[src/rtl/inorder_retire_ctrl.sv]
// In-order retirement window: sequential ID allocation, out-of-order completion
// tracking, and capped in-order retirement of the completed run at the head.

module count_one #(
  parameter int W          = 8,
  parameter bit CONTINUOUS = 1'b1,
  parameter int CW         = $clog2(W + 1)
) (
  input  logic [W-1:0]  vec_i,
  output logic [CW-1:0] cnt_o
);

  logic run_s;

  // CONTINUOUS counts only the unbroken run of ones starting at bit 0
  always_comb begin
    cnt_o = '0;
    run_s = 1'b1;
    for (int i = 0; i < W; i++) begin
      if (CONTINUOUS) begin
        run_s = run_s & vec_i[i];
      end else begin
        run_s = vec_i[i];
      end
      if (run_s) begin
        cnt_o = cnt_o + CW'(1);
      end else begin
        cnt_o = cnt_o;
      end
    end
  end

endmodule

module inorder_retire_ctrl #(
  parameter int DEPTH        = 8,
  parameter int ALLOC_WIDTH  = 2,
  parameter int DONE_PORTS   = 2,
  parameter int RETIRE_WIDTH = 3,
  parameter int ID_WIDTH     = $clog2(DEPTH)
) (
  input  logic                            clk,
  input  logic                            rst_n,
  input  logic                            flush,
  input  logic                            alloc_valid,
  input  logic [$clog2(ALLOC_WIDTH):0]    alloc_num,
  output logic                            alloc_ready,
  output logic [ALLOC_WIDTH*ID_WIDTH-1:0] alloc_id,
  input  logic [DONE_PORTS-1:0]           done_valid,
  input  logic [DONE_PORTS*ID_WIDTH-1:0]  done_id,
  input  logic                            retire_stall,
  output logic                            retire_valid,
  output logic [$clog2(RETIRE_WIDTH):0]   retire_num,
  output logic [ID_WIDTH-1:0]             retire_head_id,
  output logic [ID_WIDTH:0]               occupancy,
  output logic                            empty,
  output logic                            full
);

  localparam int AN_W  = $clog2(ALLOC_WIDTH) + 1;
  localparam int RN_W  = $clog2(RETIRE_WIDTH) + 1;
  localparam int OC_W  = ID_WIDTH + 1;
  localparam int CNT_W = $clog2(DEPTH + 1);

  logic [DEPTH-1:0]    valid_q, valid_d;
  logic [DEPTH-1:0]    done_q, done_d;
  logic [ID_WIDTH-1:0] head_q, head_d;
  logic [ID_WIDTH-1:0] tail_q, tail_d;
  logic [OC_W-1:0]     occ_q, occ_d;

  logic [DEPTH-1:0]    ready_rot_s;
  logic [CNT_W-1:0]    run_len_s;
  logic [OC_W-1:0]     free_s;
  logic                alloc_fire_s;
  logic [ID_WIDTH-1:0] rot_idx_s;

  // Rotate the retirable mask so bit 0 is the head entry; wraps modulo DEPTH
  always_comb begin
    ready_rot_s = '0;
    rot_idx_s   = '0;
    for (int i = 0; i < DEPTH; i++) begin
      rot_idx_s      = head_q + ID_WIDTH'(i);
      ready_rot_s[i] = valid_q[rot_idx_s] & done_q[rot_idx_s];
    end
  end

  count_one #(
    .W          (DEPTH),
    .CONTINUOUS (1'b1),
    .CW         (CNT_W)
  ) u_run_len (
    .vec_i (ready_rot_s),
    .cnt_o (run_len_s)
  );

  // Retire count: capped run length, suppressed by stall or flush
  always_comb begin
    if (flush || retire_stall) begin
      retire_num = '0;
    end else if (run_len_s > CNT_W'(RETIRE_WIDTH)) begin
      retire_num = RN_W'(RETIRE_WIDTH);
    end else begin
      retire_num = RN_W'(run_len_s);
    end
  end

  // Admission uses pre-retire occupancy, so slots freed this cycle wait a cycle
  assign free_s         = OC_W'(DEPTH) - occ_q;
  assign alloc_ready    = !flush && (free_s >= OC_W'(alloc_num));
  assign alloc_fire_s   = alloc_valid && alloc_ready;
  assign retire_valid   = (retire_num != '0);
  assign retire_head_id = head_q;
  assign occupancy      = occ_q;
  assign empty          = (occ_q == '0);
  assign full           = (occ_q == OC_W'(DEPTH));

  for (genvar g = 0; g < ALLOC_WIDTH; g++) begin : g_alloc_id
    assign alloc_id[g*ID_WIDTH +: ID_WIDTH] = tail_q + ID_WIDTH'(g);
  end

  // Next state: completion, then retire-clear, then allocation (disjoint slots)
  always_comb begin
    logic [ID_WIDTH-1:0] idx;
    idx     = '0;
    valid_d = valid_q;
    done_d  = done_q;
    head_d  = head_q;
    tail_d  = tail_q;
    occ_d   = occ_q;
    if (flush) begin
      valid_d = '0;
      done_d  = '0;
      head_d  = '0;
      tail_d  = '0;
      occ_d   = '0;
    end else begin
      for (int p = 0; p < DONE_PORTS; p++) begin
        idx = done_id[p*ID_WIDTH +: ID_WIDTH];
        if (done_valid[p] && valid_q[idx]) begin
          done_d[idx] = 1'b1;
        end else begin
          done_d[idx] = done_d[idx];
        end
      end
      for (int i = 0; i < RETIRE_WIDTH; i++) begin
        idx = head_q + ID_WIDTH'(i);
        if (RN_W'(i) < retire_num) begin
          valid_d[idx] = 1'b0;
          done_d[idx]  = 1'b0;
        end else begin
          valid_d[idx] = valid_d[idx];
        end
      end
      for (int i = 0; i < ALLOC_WIDTH; i++) begin
        idx = tail_q + ID_WIDTH'(i);
        if (alloc_fire_s && (AN_W'(i) < alloc_num)) begin
          valid_d[idx] = 1'b1;
          done_d[idx]  = 1'b0;
        end else begin
          valid_d[idx] = valid_d[idx];
        end
      end
      head_d = head_q + ID_WIDTH'(retire_num);
      if (alloc_fire_s) begin
        tail_d = tail_q + ID_WIDTH'(alloc_num);
        occ_d  = occ_q + OC_W'(alloc_num) - OC_W'(retire_num);
      end else begin
        tail_d = tail_q;
        occ_d  = occ_q - OC_W'(retire_num);
      end
    end
  end

  // Window state registers
  always_ff @(posedge clk or negedge rst_n) begin
    if (!rst_n) begin
      valid_q <= '0;
      done_q  <= '0;
      head_q  <= '0;
      tail_q  <= '0;
      occ_q   <= '0;
    end else begin
      valid_q <= valid_d;
      done_q  <= done_d;
      head_q  <= head_d;
      tail_q  <= tail_d;
      occ_q   <= occ_d;
    end
  end

endmodule
[config.mk]
export PLATFORM = sky130hd
export DESIGN_NAME = inorder_retire_ctrl
export DESIGN_NICKNAME = d
export VERILOG_FILES = /design/src/rtl/inorder_retire_ctrl.sv
export SDC_FILE = /design/constraint.sdc
export NUM_CORES = 1
export LEC_CHECK = 0
export CAP_MARGIN = 25
export CORE_MARGIN = 8
export CORE_UTILIZATION = 32
export DETAILED_ROUTE_END_ITERATION = 6
export GPL_TIMING_DRIVEN = 0
export PLACE_DENSITY_LB_ADDON = 0.25
export SYNTH_ARGS = -nofsm -noshare
export SYNTH_HDL_FRONTEND = slang
export SYNTH_HIERARCHICAL = 1
export SYNTH_SLANG_ARGS = --single-unit
[constraint.sdc]
create_clock -name clk -period 7.7 [get_ports clk]
set_clock_uncertainty 0.05 [all_clocks]
set_input_delay 1.54 -clock clk [delete_from_list [all_inputs] [get_ports clk]]
set_output_delay 1.54 -clock clk [all_outputs]
set_load 0.02 [all_outputs]
[After elaboration in Yosys (flattened, before gate mapping)]
Index checks and enable logic that the tools add are counted.
Storage, ports and cells
  flip-flop bits (word level): 26
  input bits: 15
  output and inout port bits: 20
Operators by class
  add/subtract/negate cells: 21
  order comparisons: 26
  eq/ne operators: 1
  muxes and demuxes: 108
  bitwise gates (word level): 32
  reductions and logical operators: 18
Operators with widths (number)
  $mux W8: 24
  $bmux W1 S3: 24
  $and A8 B8 Y8: 8
  $bwmux W8: 7
  $lt A3 B4 Y1 const B: 12
  $not A8 Y8: 5
  $mux W4: 9
  $mux W1: 32
  $or A8 B8 Y8: 4
  $add A4 B1 Y4 const B: 7
  $demux W1 S3: 7
  $ge A3 B1 Y1 const B: 7
  $and A1 B1 Y1: 15
  $mux W3: 5
  $logic_and A1 B1 Y1: 13
  $add A3 B3 Y3 const B: 4
  $sub A4 B3 Y4: 2
  $add A3 B1 Y3 const B: 2
  $add A3 B2 Y3 const B: 2
  $lt A1 B3 Y1 const A: 2
  $add A4 B2 Y4: 1
  $eq A4 B4 Y1 const B: 1
  $ge A4 B2 Y1: 1
  $gt A4 B2 Y1 const B: 1
  10 further kinds: 11

[Depth between registers and ports, before layout]
  depth in word-level cells: 44
  mapped depth: 36

[Hierarchy]
The synthesis kept the hierarchy.
Modules (own cells, without submodules)
  inorder_retire_ctrl: times used 1, cells each 488, area each 4002.6 sq um
  count_one: times used 1, cells each 46, area each 309.0 sq um

[Least setup slack after synthesis]
No wires, ideal clock.
  kind: register to register
  start point: register head_q[0] (netlist: retire_head_id[0])
  end point: register occ_q[3] (netlist: occupancy[3])
  setup time: 0.132 ns
  arrival time: 7.737 ns
  data required time: 7.518 ns
  path slack: -0.219 ns
  stages on the path, launching flop included: 37
  path buffers: 4
  path through: dfrtp_1 -> buf_6 -> inv_1 -> clkbuf_1 -> ha_1 -> buf_6 -> clkbuf_1 -> mux4_2 -> nand3_1 -> o21ai_0 -> a21boi_0 -> ha_1 -> o31a_1 -> ha_1 -> o21ai_0 -> ha_1 -> nor2b_1 -> o21ai_1 -> ha_1 -> nand2_1 -> mux2i_1 -> xnor2_1 -> nor2_2 -> xnor2_1 -> nor3_1 -> nand2b_1 -> inv_1 -> fa_1 -> inv_1 -> ha_1 -> a21oi_1 -> nor2b_1 -> o21ai_0 -> o21ai_0 -> mux2i_1 -> xnor2_1 -> nor2_1
Between the ends
  longest elaborated chain between the ends: 24
  elaborated cells on any way between the ends: 76
  classes of those cells: 16 x add/sub; 1 x order compare; 44 x mux; 15 x bitwise
RTL lines
  from (decl): line 67  | logic [ID_WIDTH-1:0] head_q, head_d;
  from (signal assigned): line 179  | head_q <= '0;
  from (signal assigned): line 185  | head_q <= head_d;
  $add A3 B1 Y3 (*): line 82  | rot_idx_s = head_q + ID_WIDTH'(i);
  $bmux W1 S3: line 83  | ready_rot_s[i] = valid_q[rot_idx_s] & done_q[rot_idx_s];
  $mux W1 (not written as such): line 83
  $and A1 B1 Y1 (*): line 83
  net ready_rot_s[1]: line 71  | logic [DEPTH-1:0] ready_rot_s;
  $and A1 B1 Y1 (*): line 21  | run_s = run_s & vec_i[i];
  $mux W4: line 25  | if (run_s) begin
  $add A4 B1 Y4: line 26  | cnt_o = cnt_o + CW'(1);
  (+11 left out)
  net run_len_s[2]: line 72  | logic [CNT_W-1:0] run_len_s;
  $gt A4 B2 Y1 (*): line 100  | end else if (run_len_s > CNT_W'(RETIRE_WIDTH)) begin
  $mux W3 (*): line 100
  $mux W3 (*): line 98  | if (flush || retire_stall) begin
  net retire_num[1]: line 53  | output logic [$clog2(RETIRE_WIDTH):0] retire_num,
  $sub A4 B3 Y4, on equally long branches: line 169, 166
  $mux W4 (*): line 164  | if (alloc_fire_s) begin
  $mux W4 (*): line 130  | if (flush) begin
  net occ_d[3]: line 69  | logic [OC_W-1:0] occ_q, occ_d;
  to (signal assigned): line 181  | occ_q <= '0;
  to (signal assigned): line 187  | occ_q <= occ_d;
  to (decl): line 69
Mark *: on every way through the listed nets, which the timed path passes. The rest lies on a longest branch. The select of a mux whose other input is x is not followed.
A chain may end at the register's enable or synchronous reset.

[Worst setup path in the final report]
  start point: register head_q[1] (netlist: retire_head_id[1])
  end point: output retire_valid
Between the ends
  longest elaborated chain between the ends: 22
  elaborated cells on any way between the ends: 73
  classes of those cells: 14 x add/sub; 1 x order compare; 42 x mux; 15 x bitwise; 1 x reduce/logical
RTL lines
  $add A3 B1 Y3 (*): line 82
  $bmux W1 S3: line 83
  $mux W1 (not written as such): line 83
  $and A1 B1 Y1 (*): line 83
  net ready_rot_s[1]: line 71
  $and A1 B1 Y1 (*): line 21
  $mux W4: line 25
  $add A4 B1 Y4: line 26
  (+8 left out)
  $mux W4: line 25
  $add A4 B1 Y4: line 26
  $mux W4 (*): line 25
  net run_len_s[2]: line 72
  $gt A4 B2 Y1: line 100
  $mux W3 (*): line 100
  $mux W3 (*): line 98
  $reduce_bool A3 Y1 (*): line 111  | assign retire_valid = (retire_num != '0);
  to (decl): line 52  | output logic retire_valid,
Marks and branches as above.

==> summary.txt <==
routability-driven placement congestion ratio - 0.9072
Layout area overhead - 19.94%
CTS root buffer - sky130_fd_sc_hd__clkbuf_16
global-route wire length before repair - 23890 um
dominant synthesized flop cell - sky130_fd_sc_hd__dfrtp_1
unique cell type count in the Yosys netlist - 89
TritonCTS Sinks - 26
sequential area share after synthesis - 15.09%
number of nets with antenna violations after routing - 0
RSZ-0062 raised after global routing - no
DIE HEIGHT - 132.1 um
worst slew margin relative to its limit - 35.75%
quantity of I/O buffers inserted on ports - 31
Longest Clk Path Bufs - 2
pre-CTS setup slack - -1.291 ns
net switching power - 0.0004446 W
slowest stage delay, CP - 0.60 ns
half-perimeter wire length after detailed placement - 11380 um
DRC - 0
H-tree levels - 1
die footprint - 17440 um^2
Max Clk Rate - 0.1342 GHz
WP data required - 6.11 ns
detail-routed via count per cell - 5.943
number of antenna repair diodes - 0
initial detailed-routing violation count - 477
family with the most delay on the worst path - adder cells
global-route usage over all layers - 16.68%
antenna violations before repair - 0
category of the worst setup path capture point - primary output
crit path DAT - 5.86 ns
R2R setup slack - 0.28 ns
element type at the critical path start - register
count of maximum capacitance violations - 0
CP Class - register to primary output
Top Ports - 35
Pre-Repair DR Iteration Count - 5
gate count of the mapped netlist - 534
average wire per cell in the routed design - 19.55 um
largest net degree at the start of global routing - 16
Slew @ Worst Pin - 0.9569 ns
total number of yosys warnings - 6
Top cell by count, worst path - sky130_fd_sc_hd__ha_1
final routed wirelength across all metal layers - 14760 um
Setup violations, final - 0
fraction of power spent switching nets - 47.08%
final critical-path setup slack - 0.2471 ns
Std-Cell Core Area - 13190 um^2
number of pins with negative max-slew slack in the final report - 0
nets in the synthesized netlist - 576
Clk Latency, worst-skew pair - 0.27 ns
grt ovf - 0
proportion of register bits with asynchronous set or reset after synthesis - 100.0%
Hold WC Path Type - register to register
fraction of power consumed by sequential logic - 23.3%
final standard cell utilization of the core - 39.21%
routed vias - 4487
Lkg Pwr - 1.973 nW
part of the power in the clock network - 16.7%
number of buffers created by CTS - 3
CTS tree - yes
maximum ir drop on the vdd rail - 0.2175 mV
P per Cell Area - 182.6 nW/um^2
Initial Util - 32.69%
outcome - finished, final reports clean
mean instance size in the synthesized netlist - 8.074 um^2
portion of the clock cycle consumed by the worst path in the final layout - 96.79%
Final Critical Period - 7.453 ns
Hold-fix buffers, CTS - 0
number of storage elements in the synthesis netlist - 26
Comb pwr share - 60.0%
clock input transition at the sequential cells of the worst setup and hold paths - 0.07 ns
share of layout cells above drive strength 1 - 16.23%
combined area of all synthesized cells - 4312 um^2
library cell contributing the largest single delay on the critical path - sky130_fd_sc_hd__mux4_2
Critical Path Fanout Max - 19
worst path bufs/invs - 6
fin nets - 622
number of synthesized flops with an enable pin - 0
design internal power - 0.0004998 W
horizontal extent of the die - 132.1 um
Hold Vio Cnt, Final - 0
site row count - 42
vias in the first global route - 4408
[power groups by stage]
stage                     sequential (W)  combinational (W)  clock [W]
after floorplan                 0.000210           0.000370          0
after global placement          0.000221           0.000544          0
after detailed placement        0.000221           0.000550          0
after CTS                       0.000219           0.000556   0.000161
after global routing            0.000223           0.000621   0.000168
final                           0.000220           0.000566   0.000158
[what timing repair did]
item	in CTS	in global routing
gates resized for setup	32	13
endpoints found under the setup margin	21	12
endpoints found under the hold margin	0	0
pin swaps	4	6
setup buffers	4	6
[cell usage in the layout, fill, tap and decap left out, types with 6 or more instances in the layout]
master / n
sky130_fd_sc_hd__ha_1: 21
sky130_fd_sc_hd__nand2b_1: 16
sky130_fd_sc_hd__nor2_1: 44
sky130_fd_sc_hd__clkdlybuf4s50_1: 28
sky130_fd_sc_hd__clkbuf_1: 17
sky130_fd_sc_hd__nand3_1: 11
sky130_fd_sc_hd__nand2_1: 55
sky130_fd_sc_hd__and2_1: 6
sky130_fd_sc_hd__buf_4: 12
sky130_fd_sc_hd__o21ai_0: 24
sky130_fd_sc_hd__nor2b_1: 15
sky130_fd_sc_hd__mux2i_1: 21
sky130_fd_sc_hd__xnor2_1: 7
sky130_fd_sc_hd__a211oi_1: 10
sky130_fd_sc_hd__inv_1: 23
sky130_fd_sc_hd__dfrtp_1: 24
sky130_fd_sc_hd__nor3_1: 11
sky130_fd_sc_hd__o21ai_1: 8
sky130_fd_sc_hd__a21oi_1: 18
sky130_fd_sc_hd__o221ai_1: 6
sky130_fd_sc_hd__mux2_2: 7
sky130_fd_sc_hd__a31oi_1: 8
sky130_fd_sc_hd__mux4_2: 13
[cells in the mapped netlist (6+ instances only)]
| cell type | n | area (um^2) |
|---|---|---|
| sky130_fd_sc_hd__a21oi_1 | 18 | 90.09 |
| sky130_fd_sc_hd__and2_1 | 6 | 37.54 |
| sky130_fd_sc_hd__dfrtp_1 | 26 | 650.6 |
| sky130_fd_sc_hd__nand2_1 | 55 | 206.5 |
| sky130_fd_sc_hd__nand3_1 | 11 | 55.05 |
| sky130_fd_sc_hd__mux2_2 | 7 | 78.83 |
| sky130_fd_sc_hd__nor3_1 | 14 | 70.07 |
| sky130_fd_sc_hd__o21ai_0 | 27 | 135.1 |
| sky130_fd_sc_hd__o221ai_1 | 6 | 52.55 |
| sky130_fd_sc_hd__inv_1 | 26 | 97.59 |
| sky130_fd_sc_hd__a31oi_1 | 8 | 50.05 |
| sky130_fd_sc_hd__a211oi_1 | 10 | 75.07 |
| sky130_fd_sc_hd__nor2b_1 | 15 | 93.84 |
| sky130_fd_sc_hd__mux4_2 | 13 | 292.8 |
| sky130_fd_sc_hd__nor2_1 | 45 | 168.9 |
| sky130_fd_sc_hd__xnor2_1 | 8 | 70.07 |
| sky130_fd_sc_hd__clkbuf_1 | 21 | 78.83 |
| sky130_fd_sc_hd__ha_1 | 22 | 275.3 |
| sky130_fd_sc_hd__nand2b_1 | 17 | 106.4 |
| sky130_fd_sc_hd__mux2i_1 | 23 | 230.2 |
[routing by layer]
layer / up-vias / GRT usage, % / part of all wire [%] / routed length, um
met3: 29 / 2.477 / 5.8 / 859
met5: - / 0 / 0 / 0
met1: 2187 / 21.33 / 44 / 6535
met2: 179 / 28.15 / 47 / 7005
met4: 0 / 5.233 / 2.4 / 361
li1: 2092 / - / - / -
[worst paths after layout]
check | startpoint | to | depth (start not counted)
setup / recovery | retire_head_id[1]$_DFF_PN0_ | retire_valid | 26
hold / removal | occupancy[3]$_DFF_PN0_ | occupancy[3]$_DFF_PN0_ | 2
setup reg to reg | retire_head_id[1]$_DFF_PN0_ | valid_q[6]$_DFF_PN0_ | 30
hold reg to reg | occupancy[3]$_DFF_PN0_ | occupancy[3]$_DFF_PN0_ | 2
max in group asynchronous | rst_n | done_q[5]$_DFF_PN0_ | 2
min in group asynchronous | rst_n | valid_q[0]$_DFF_PN0_ | 1
[registers in the layout, summed over array words and instances, names as in the netlist]
signal and cells:
done_q 8, occupancy 4, retire_head_id 3, tail_q 3
valid_q 8
[kinds of logic (layout without fill, tap and decap cells)]
| kind of cell | after synthesis | after routing | share of synthesized area, % |
|---|---|---|---|
| adder cells (fa/ha/maj) | 27 | 27 | 8.706 |
| AND/OR/NAND/NOR | 199 | 199 | 23.42 |
| flip-flops | 26 | 26 | 15.09 |
| multiplexers | 44 | 44 | 14.22 |
| AO/OA/AOI/OAI | 158 | 158 | 28.38 |
| buffers and inverters | 63 | 108 | 6.617 |
| XOR/XNOR | 15 | 15 | 3.395 |
| other | 2 | 2 | 0.1742 |
[final cells by class]
class / instances / area [um^2]
Tap cell: 176 / 220.2
Sequential cell: 26 / 653.1
Timing Repair Buffer: 43 / 415.4
Buffer: 32 / 178.9
Clock inverter: 1 / 30.03
Inverter: 29 / 126.4
Fill cell: 1385 / 8019
Clock buffer: 3 / 75.07
Multi-Input combinational cell: 445 / 3472
[worst register-to-register path, delay by kind of cell, from the launching register on]
kind                     cells  cell delay (ns)
flip-flops                   1             0.37
AO/OA/AOI/OAI               10             2.73
AND/OR/NAND/NOR              7             1.05
buffers and inverters        4             0.59
XOR/XNOR                     2             0.36
adder cells (fa/ha/maj)      5             1.36
multiplexers                 2             0.82
[stage by stage]
step	std cells	TNS, ns	hold slack, ns	area (um^2)	total power [W]
floorplan	534	0	0.5843	4314	0.0005799
global placement	741	-9.245	0.5927	4845	0.0007642
detailed placement	743	-10.67	0.6061	4877	0.0007708
CTS	750	0	0.6287	5099	0.0009351
global route	755	0	0.6589	5171	0.001012
finish	755	0	0.6239	5171	0.0009444
Note: power is estimated with default switching activity, not from simulation.
